--- config.mk ---
export PLATFORM = sky130hd
export DESIGN_NAME = arq_fifo_tx
export DESIGN_NICKNAME = d
export VERILOG_FILES = /design/src/rtl/arq_pkg.sv /design/src/rtl/sync_fifo_core.sv /design/src/rtl/arq_fifo_tx.sv
export SDC_FILE = /design/constraint.sdc
export NUM_CORES = 1
export LEC_CHECK = 0
export CORE_MARGIN = 5
export CORE_UTILIZATION = 39
export CTS_CLUSTER_DIAMETER = 100
export DETAILED_ROUTE_END_ITERATION = 8
export PLACE_DENSITY = 0.65
export SYNTH_ARGS = -nofsm -noshare
export SYNTH_HDL_FRONTEND = slang
export SYNTH_SLANG_ARGS = --single-unit
export TNS_END_PERCENT = 50
--- constraint.sdc ---
create_clock -name clk -period 7.4 [get_ports clk]
set_input_delay 0.74 -clock clk [delete_from_list [all_inputs] [get_ports clk]]
set_output_delay 0.74 -clock clk [all_outputs]
set_load 0.01 [all_outputs]
--- src/rtl/arq_pkg.sv ---
// rtl/arq_pkg.sv - shared encodings and channel-model decode for the ARQ transmit path
package arq_pkg;

  localparam int ATT_W = 4;

  typedef enum logic [1:0] {
    ERR_NONE   = 2'b00,
    ERR_ALWAYS = 2'b01,
    ERR_ONCE   = 2'b10,
    ERR_LAST   = 2'b11
  } err_mode_e;

  typedef enum logic [1:0] {
    S_IDLE,
    S_SEND,
    S_RESP,
    S_BACKOFF
  } arq_state_e;

  // Deterministic channel: does this attempt fail under the latched mode?
  function automatic logic attempt_fails(input err_mode_e mode,
                                         input logic [ATT_W-1:0] attempt,
                                         input logic [ATT_W-1:0] max_retry);
    logic f;
    case (mode)
      ERR_NONE:   f = 1'b0;
      ERR_ALWAYS: f = 1'b1;
      ERR_ONCE:   f = (attempt == '0);
      default:    f = (attempt < max_retry);
    endcase
    return f;
  endfunction

endpackage

--- src/rtl/sync_fifo_core.sv ---
// rtl/sync_fifo_core.sv - circular buffer with occupancy, overflow pulse and head-word read port
module sync_fifo_core #(
  parameter int DATA_W = 4,
  parameter int DEPTH  = 8
) (
  input  logic                       clk,
  input  logic                       rst_n,
  input  logic                       wr_en,
  input  logic [DATA_W-1:0]          wr_data,
  input  logic                       pop,
  output logic [DATA_W-1:0]          head,
  output logic                       full,
  output logic                       empty,
  output logic [$clog2(DEPTH+1)-1:0] count,
  output logic                       overflow
);

  localparam int PTR_W = $clog2(DEPTH);
  localparam int CNT_W = $clog2(DEPTH+1);

  logic [DATA_W-1:0] mem [DEPTH];
  logic [PTR_W-1:0]  wr_ptr;
  logic [PTR_W-1:0]  rd_ptr;
  logic              do_pop;
  logic              push;

  assign do_pop = pop & (count != '0);
  // A pop on the same edge frees the slot, so a write while full still lands.
  assign push   = wr_en & (~full | do_pop);
  assign full   = (count == CNT_W'(DEPTH));
  assign empty  = (count == '0);
  assign head   = mem[rd_ptr];

  always_ff @(posedge clk) begin
    if (push) mem[wr_ptr] <= wr_data;
  end

  always_ff @(posedge clk or negedge rst_n) begin
    if (!rst_n) begin
      wr_ptr   <= '0;
      rd_ptr   <= '0;
      count    <= '0;
      overflow <= 1'b0;
    end else begin
      if (push)   wr_ptr <= wr_ptr + 1'b1;
      if (do_pop) rd_ptr <= rd_ptr + 1'b1;
      case ({push, do_pop})
        2'b10:   count <= count + 1'b1;
        2'b01:   count <= count - 1'b1;
        default: ;
      endcase
      overflow <= wr_en & full & ~do_pop;
    end
  end

endmodule

--- src/rtl/arq_fifo_tx.sv ---
// rtl/arq_fifo_tx.sv - buffered stop-and-wait transmitter with retry, backoff and drop
module arq_fifo_tx
  import arq_pkg::*;
#(
  parameter int DATA_W    = 4,
  parameter int DEPTH     = 8,
  parameter int MAX_RETRY = 3,
  parameter int BACKOFF   = 2,
  parameter int SEQ_W     = 3
) (
  input  logic                       clk,
  input  logic                       rst_n,
  input  logic                       wr_en,
  input  logic [DATA_W-1:0]          wr_data,
  input  logic                       rd_en,
  input  logic [1:0]                 err_mode,
  output logic                       tx_valid,
  output logic [DATA_W-1:0]          tx_data,
  output logic [SEQ_W-1:0]           tx_seq,
  output logic [ATT_W-1:0]           tx_attempt,
  output logic                       ack,
  output logic                       nack,
  output logic                       drop,
  output logic                       full,
  output logic                       empty,
  output logic [$clog2(DEPTH+1)-1:0] count,
  output logic                       overflow,
  output logic                       busy
);

  localparam logic [ATT_W-1:0] MAX_ATT = ATT_W'(MAX_RETRY);
  localparam logic [3:0]       BO_LOAD = 4'((BACKOFF == 0) ? 0 : BACKOFF - 1);

  arq_state_e        state;
  err_mode_e         mode_q;
  logic [3:0]        bo_cnt;
  logic [DATA_W-1:0] head;
  logic              pop;
  logic              fail;
  logic              can_retry;

  // The word leaves the FIFO only at the edge that closes an ack or drop cycle.
  assign pop       = (state == S_RESP) & (ack | drop);
  assign fail      = attempt_fails(mode_q, tx_attempt, MAX_ATT);
  assign can_retry = (tx_attempt < MAX_ATT);
  assign busy      = (state != S_IDLE);

  sync_fifo_core #(
    .DATA_W (DATA_W),
    .DEPTH  (DEPTH)
  ) u_fifo (
    .clk      (clk),
    .rst_n    (rst_n),
    .wr_en    (wr_en),
    .wr_data  (wr_data),
    .pop      (pop),
    .head     (head),
    .full     (full),
    .empty    (empty),
    .count    (count),
    .overflow (overflow)
  );

  always_ff @(posedge clk or negedge rst_n) begin
    if (!rst_n) begin
      state      <= S_IDLE;
      mode_q     <= ERR_NONE;
      bo_cnt     <= '0;
      tx_valid   <= 1'b0;
      tx_data    <= '0;
      tx_seq     <= '0;
      tx_attempt <= '0;
      ack        <= 1'b0;
      nack       <= 1'b0;
      drop       <= 1'b0;
    end else begin
      tx_valid <= 1'b0;
      ack      <= 1'b0;
      nack     <= 1'b0;
      drop     <= 1'b0;
      case (state)
        S_IDLE: begin
          if (rd_en && !empty) begin
            mode_q     <= err_mode_e'(err_mode);
            tx_attempt <= '0;
            tx_data    <= head;
            tx_valid   <= 1'b1;
            state      <= S_SEND;
          end
        end
        S_SEND: begin
          ack   <= ~fail;
          nack  <= fail & can_retry;
          drop  <= fail & ~can_retry;
          state <= S_RESP;
        end
        S_RESP: begin
          if (nack) begin
            tx_attempt <= tx_attempt + 1'b1;
            if (BACKOFF == 0) begin
              tx_data  <= head;
              tx_valid <= 1'b1;
              state    <= S_SEND;
            end else begin
              bo_cnt <= BO_LOAD;
              state  <= S_BACKOFF;
            end
          end else begin
            tx_seq <= tx_seq + 1'b1;
            state  <= S_IDLE;
          end
        end
        S_BACKOFF: begin
          if (bo_cnt == '0) begin
            tx_data  <= head;
            tx_valid <= 1'b1;
            state    <= S_SEND;
          end else begin
            bo_cnt <= bo_cnt - 1'b1;
          end
        end
        default: state <= S_IDLE;
      endcase
    end
  end

endmodule

==> results of run 1 <==
==> stage by stage <==
| step | std cells | hold slack, ns |
|---|---|---|
| floorplan | 241 | 0.444 |
| global placement | 365 | 0.469 |
| detailed placement | 365 | 0.464 |
| CTS | 381 | 0.484 |
| global route | 381 | 0.523 |
| finish | 381 | 0.476 |
==> flip-flops by register name, summed over array words and instances (netlist names) <==
signal,cells
u_fifo.wr_ptr,3
tx_valid,1
tx_data,4
drop,1
tx_seq,3
bo_cnt,4
u_fifo.count,4
mode_q,2
u_fifo.overflow,1
nack,1
state,2
ack,1
tx_attempt,4
u_fifo.mem,32
u_fifo.rd_ptr,3
==> synth_stat cells (4+ instances only) <==
master	n
a21oi_1	15
buf_2	5
dfrtp_1	34
edfxtp_1	32
ha_1	14
inv_1	9
mux2_1	4
mux2i_1	5
mux4_2	8
nand2_1	16
nand2b_1	6
nand3_1	4
nor2_1	16
nor3_1	8
o21ai_0	5
xnor2_1	4
xor2_1	7
==> logic make-up after synthesis <==
kind of cell	count (synthesis)
AOI/OAI and AO/OA	40
and+or+nand+nor	70
buffers and inverters	20
adders and majority gates	14
xor gates and xnor gates	11
muxes	20
DFF	66
==> layout make-up <==
type                       count  area [µm²]  share of cell area (%)
sequential                    66        1810                    48.0
multi-input combinational    155        1260                    33.3
timing repair buffer          32         315                    8.35
tap                          102         128                    3.38
clock buffer                   9         124                    3.28
clock inverter                 7         100                    2.65
inverter                      10        37.5                   0.994
==> power breakdown <==
part / total [mW] / switching, mW / internal, mW
sequential: 0.639 / 0.144 / 0.494
clock: 0.343 / 0.151 / 0.193
combinational: 0.545 / 0.254 / 0.291
total: 1.53 / 0.549 / 0.978
==> layer usage <==
metal / share of wire [%] / track usage, %
met1: 48 / 17.8
met2: 46 / 21.3
met3: 4.3 / 3.27
met4: 1.8 / 4.46
met5: 0 / 0
==> critical path: cells and delay by family (launching register included) <==
kind            cells  cell delay (ns)
fa+ha+maj           3             0.92
compound gates      3             0.65
xor+xnor            3             0.47
flops               1             0.41
buf+inv             2             0.20
simple gates        1             0.06
==> path summary, 6_finish.rpt <==
kind	from	to	slack, ns
min	rst_n	bo_cnt[0]	0.48
min in group clk	tx_seq[2]	tx_seq[2]	0.48
min reg2reg	tx_seq[2]	tx_seq[2]	0.48
max in group asynchronous	rst_n	tx_data[1]	6.42
max	state[0]	u_fifo.count[2]	4.56
max reg2reg	state[0]	u_fifo.count[2]	4.56
==> flow_summary.toml, run 1 <==
[logic_synthesis]
synth_ff_type = "dfrtp_1"
synth-seq-cells = 66
syn_nets = 265
async_flop_share_pct = 51.5
ys_warn_count = 0
synth_top_area_share_pct = 30.4
synth_top_family_by_area = "simple AND/OR/NAND/NOR gates"
syn_area_per_cell_um2 = 13.1
ys_seq_area_share_pct = 57.3
yosys.area_share.adder_pct = 5.54
synthDistinctLibCells = 52
muxShareOfSynthArea_pct = 9.78
synth_edf_count = 32
synth_area_um2 = 3160
syn_inst = 241
synth_compound_area_share_pct = 9.23
yosys.area_share.simple_pct = 12.2
synth.area.top_cells = "edfxtp_1 30%, dfrtp_1 27%, mux4_2 5.7%"
synth_xor_area_share_pct = 3.05
synth_top_area_cell = "edfxtp_1"

[placed_design]
place_area_um2 = 3550
dpl.hpwl_um = 4290
gp_congestion = 0.807
portBuffers = 32
pre_cts_ws_ns = 4.53

[power_and_ir_drop]
p_leak_nw = 1.44
finalPower_mw = 1.53
p_per_area_nw_per_um2 = 405
peakVddDrop_uv = 169

[clock_network]
post-cts-setup-buffers = 0
clockBufferDepth = 2
cts_resized = 0
cts_sinks = 66
cts_tree = "yes"
clk_pin_slew_ns = 0.08
clock_latency_ns = 0.34
clock_tree.root_cell = "clkbuf_8"
htreeDepth = 3
postCtsHoldBufs = 0
cts_buffers = 9

[detailed_routing]
wl_per_cell_um = 16.3
vias = 2000
drtIter0Drc = 83
ant_nets = 0
drt_first_pass_iters = 4
drt-total-wl_um = 6230
vias_per_cell = 5.25
drc_errors = 0

[timing]
hold_viol = 0
worst_pin_slew_ns = 0.852
fin_ws_ns = 4.56
skew_ns = 0.00775
finalSetupTns_ns = 0
grt_setup_unrepaired = "false"
layout_min_cycle_time_ns = 2.84
finalSetupViolations = 0
finalCritPeriodShare_pct = 38.4
relSlewSlack_pct = 42.7
fmax_mhz = 352
slew_viol_final = 0

[floorplan]
start_util_pct = 40.5
io_pins = 33
coreArea_um2 = 7810
die_h_um = 100
die-area_um2 = 10000
rows = 32
die_width_um = 100

[worst_setup_path]
start_kind = "flop"
path_class = "flop to flop"
crit_slowest_cell = "ha_1"
crit_arrival_ns = 3.05
path_max_fanout = 10
max_stage_delay_ns = 0.44
cp_cell_sequence = "inv_1 > ha_1 > o21ai_1 > a21boi_2 > inv_2 > ha_1 > xor2_1 > ha_1 > a21oi_1 > xor2_1 > nor2_1 > xor2_1"
worstPathRequired_ns = 7.61
setup.worst_path.end_class = "flop"
ff2ff_path_depth = 12

[layout]
final_nets = 298
layout_common_cells = "34 x dfrtp_1, 32 x edfxtp_1, 31 x clkdlybuf4s50_1"
syn_to_final_growth_pct = 19.5
post_route_cells_drive_above_1_share_pct = 14.0
num_antenna_cells = 0
final_common_cell = "dfrtp_1"
fillers = 725
postLayoutCoreUtil_pct = 48.3
post-route-cell-area_um2 = 3770

[global_routing]
track_usage_pct = 13.3
antenna_found_initial = 0
grt_max_degree = 35
grt_pass1_wl_um = 10300
grt_overflow = 0
grt_pass1_vias = 2008

[min_path]
hp-class = "primary input to async pin"

[flow_run]
drv_cap = 0

[outcome]
run_status = "finished, final reports clean"
No activity file was read; power rests on OpenSTA's default activity.
==> run 2, diff against run 1 <==
- clock period: 7.4 -> 2.8 ns (I/O delays scaled with it)
==> run 2 against run 1 <==
Against the previous run:
- design area up 1.7%
- non-clock buffer count up 6
- combinational power rose to 2.7 times the previous value
- sequential power rose to 2.6 times the previous value
- maximum frequency up 17%
- critical path type unchanged
- highest routed layer unchanged
==> flow_summary.toml, run 2 (synthesis gave the netlist of run 1 again) <==
[clock_network]
post-cts-setup-buffers = 0
clock_tree.root_cell = "clkbuf_8"
htreeDepth = 3
cts_resized = 0
clock_latency_ns = 0.34
cts_sinks = 66
clockBufferDepth = 2
cts_tree = "yes"
postCtsHoldBufs = 0
cts_buffers = 9
clk_pin_slew_ns = 0.08

[floorplan]
coreArea_um2 = 7810
die_h_um = 100
rows = 32
start_util_pct = 40.5
io_pins = 33
die_width_um = 100
die-area_um2 = 10000

[timing]
slew_viol_final = 0
finalSetupTns_ns = 0
fmax_mhz = 412
finalCritPeriodShare_pct = 86.8
worst_pin_slew_ns = 0.799
skew_ns = 0.00718
layout_min_cycle_time_ns = 2.43
hold_viol = 0
holdWs_ns = 0.0200
fin_ws_ns = 0.370
finalSetupViolations = 0
relSlewSlack_pct = 46.7
grt_setup_unrepaired = "false"

[flow_run]
drv_cap = 0

[global_routing]
antenna_found_initial = 0
grt_pass1_wl_um = 10300
grt_pass1_vias = 2052
track_usage_pct = 13.5
grt_max_degree = 35
grt_overflow = 0

[layout]
layout_common_cells = "34 x dfrtp_1, 32 x edfxtp_1, 31 x clkdlybuf4s50_1"
fillers = 701
postLayoutCoreUtil_pct = 49.2
post-route-cell-area_um2 = 3840
post_route_cells_drive_above_1_share_pct = 15.4
syn_to_final_growth_pct = 21.5
largest_reg_flops = 32
finalNonFillerCells = 387
final_common_cell = "dfrtp_1"
final_nets = 304
regMostFlops = "u_fifo.mem"
num_antenna_cells = 0

[worst_setup_path]
setup.worst_path.end_class = "flop"
r2r_slack_ns = 0.37
worstPathRequired_ns = 3.01
path_class = "flop to flop"
path_max_fanout = 6
ff2ff_path_depth = 12
cp-endpoint = "u_fifo.count[2]"
critPathLaunch = "state[0]"
crit_arrival_ns = 2.64
regToRegEndpoint = "u_fifo.count[2]"
timing.rr.start = "state[0]"
start_kind = "flop"

[detailed_routing]
ant_nets = 0
vias_per_cell = 5.16
drc_errors = 0
drt-total-wl_um = 6060
drt_first_pass_iters = 4
drtIter0Drc = 80
vias = 1995
wl_per_cell_um = 15.6

[power_and_ir_drop]
p_clk_share_pct = 23.5
p_per_area_nw_per_um2 = 1070
p_int_mw = 2.69
seqPwrFrac_pct = 40.7
finalPower_mw = 4.11
combPwrFrac_pct = 35.8
switching_power_mw = 1.42
peakVddDrop_uv = 441
swShare_pct = 34.5
p_leak_nw = 1.47

[outcome]
run_status = "finished, final reports clean"

[placed_design]
portBuffers = 32
place_area_um2 = 3600
dpl.hpwl_um = 4120
pre_cts_ws_ns = 0.361
gp_congestion = 0.782
dp.cells = 371

[min_path]
hp-class = "primary input to async pin"
==> run 2: cell types whose count changed in the layout (fill, tap and decap cells not counted), sizes merged <==
cell,before,now
buf,1,7
clkinv,3,0
inv,12,11
clkbuf,9,10
clkinvlp,0,2
bufinv,2,3
==> run 2: cell type report <==
type | count | area, µm² | share of cell area (%)
Timing Repair Buffer | 38 | 360 | 9.39
Clock inverter | 6 | 114 | 2.97
Multi-Input combinational cell | 155 | 1260 | 32.8
Clock buffer | 10 | 128 | 3.33
Sequential cell | 66 | 1810 | 47.2
Inverter | 10 | 37.5 | 0.978
Tap cell | 102 | 128 | 3.33
==> run 2: worst min-delay path by stage <==
stage                         end  startpoint  slack (ns)  cells past startpoint
global placement    tx_attempt[1]       rst_n        0.43                      1
finish              tx_attempt[2]       rst_n        0.02                      1
CTS                 tx_attempt[3]       rst_n        0.04                      1
global route        tx_attempt[3]       rst_n        0.09                      1
detailed placement  tx_attempt[3]       rst_n        0.42                      1
floorplan                     ack       rst_n       -0.02                      0
==> run 2: layer usage <==
layer / track usage, % / vias to the layer above / wire length [µm]
met1: 17.2 / 987 / 2780
met3: 4.03 / 4 / 300
met5: 0 / - / 0
li1: - / 968 / -
met4: 5.28 / 0 / 69
met2: 21.7 / 36 / 2900
==> run 2: power groups by stage <==
stage	clock (mW)	sequential, mW	combinational [mW]
2_1_floorplan	0	1.57	1.05
3_3_place_gp	0	1.69	1.46
3_5_place_dp	0	1.70	1.48
4_1_cts	0.989	1.68	1.49
5_1_grt	1.04	1.74	1.63
6_report	0.965	1.67	1.47
==> run 2: critical path, stage by stage, from the launching register on <==
cell and delay, ns:
dfrtp_1 0.41, inv_1 0.09, ha_1 0.17, o21ai_1 0.11, a21boi_2 0.27, inv_2 0.11, ha_1 0.28, xor2_1 0.17
ha_1 0.19, a21oi_1 0.14, xor2_1 0.16, nor2_1 0.06, xor2_1 0.14
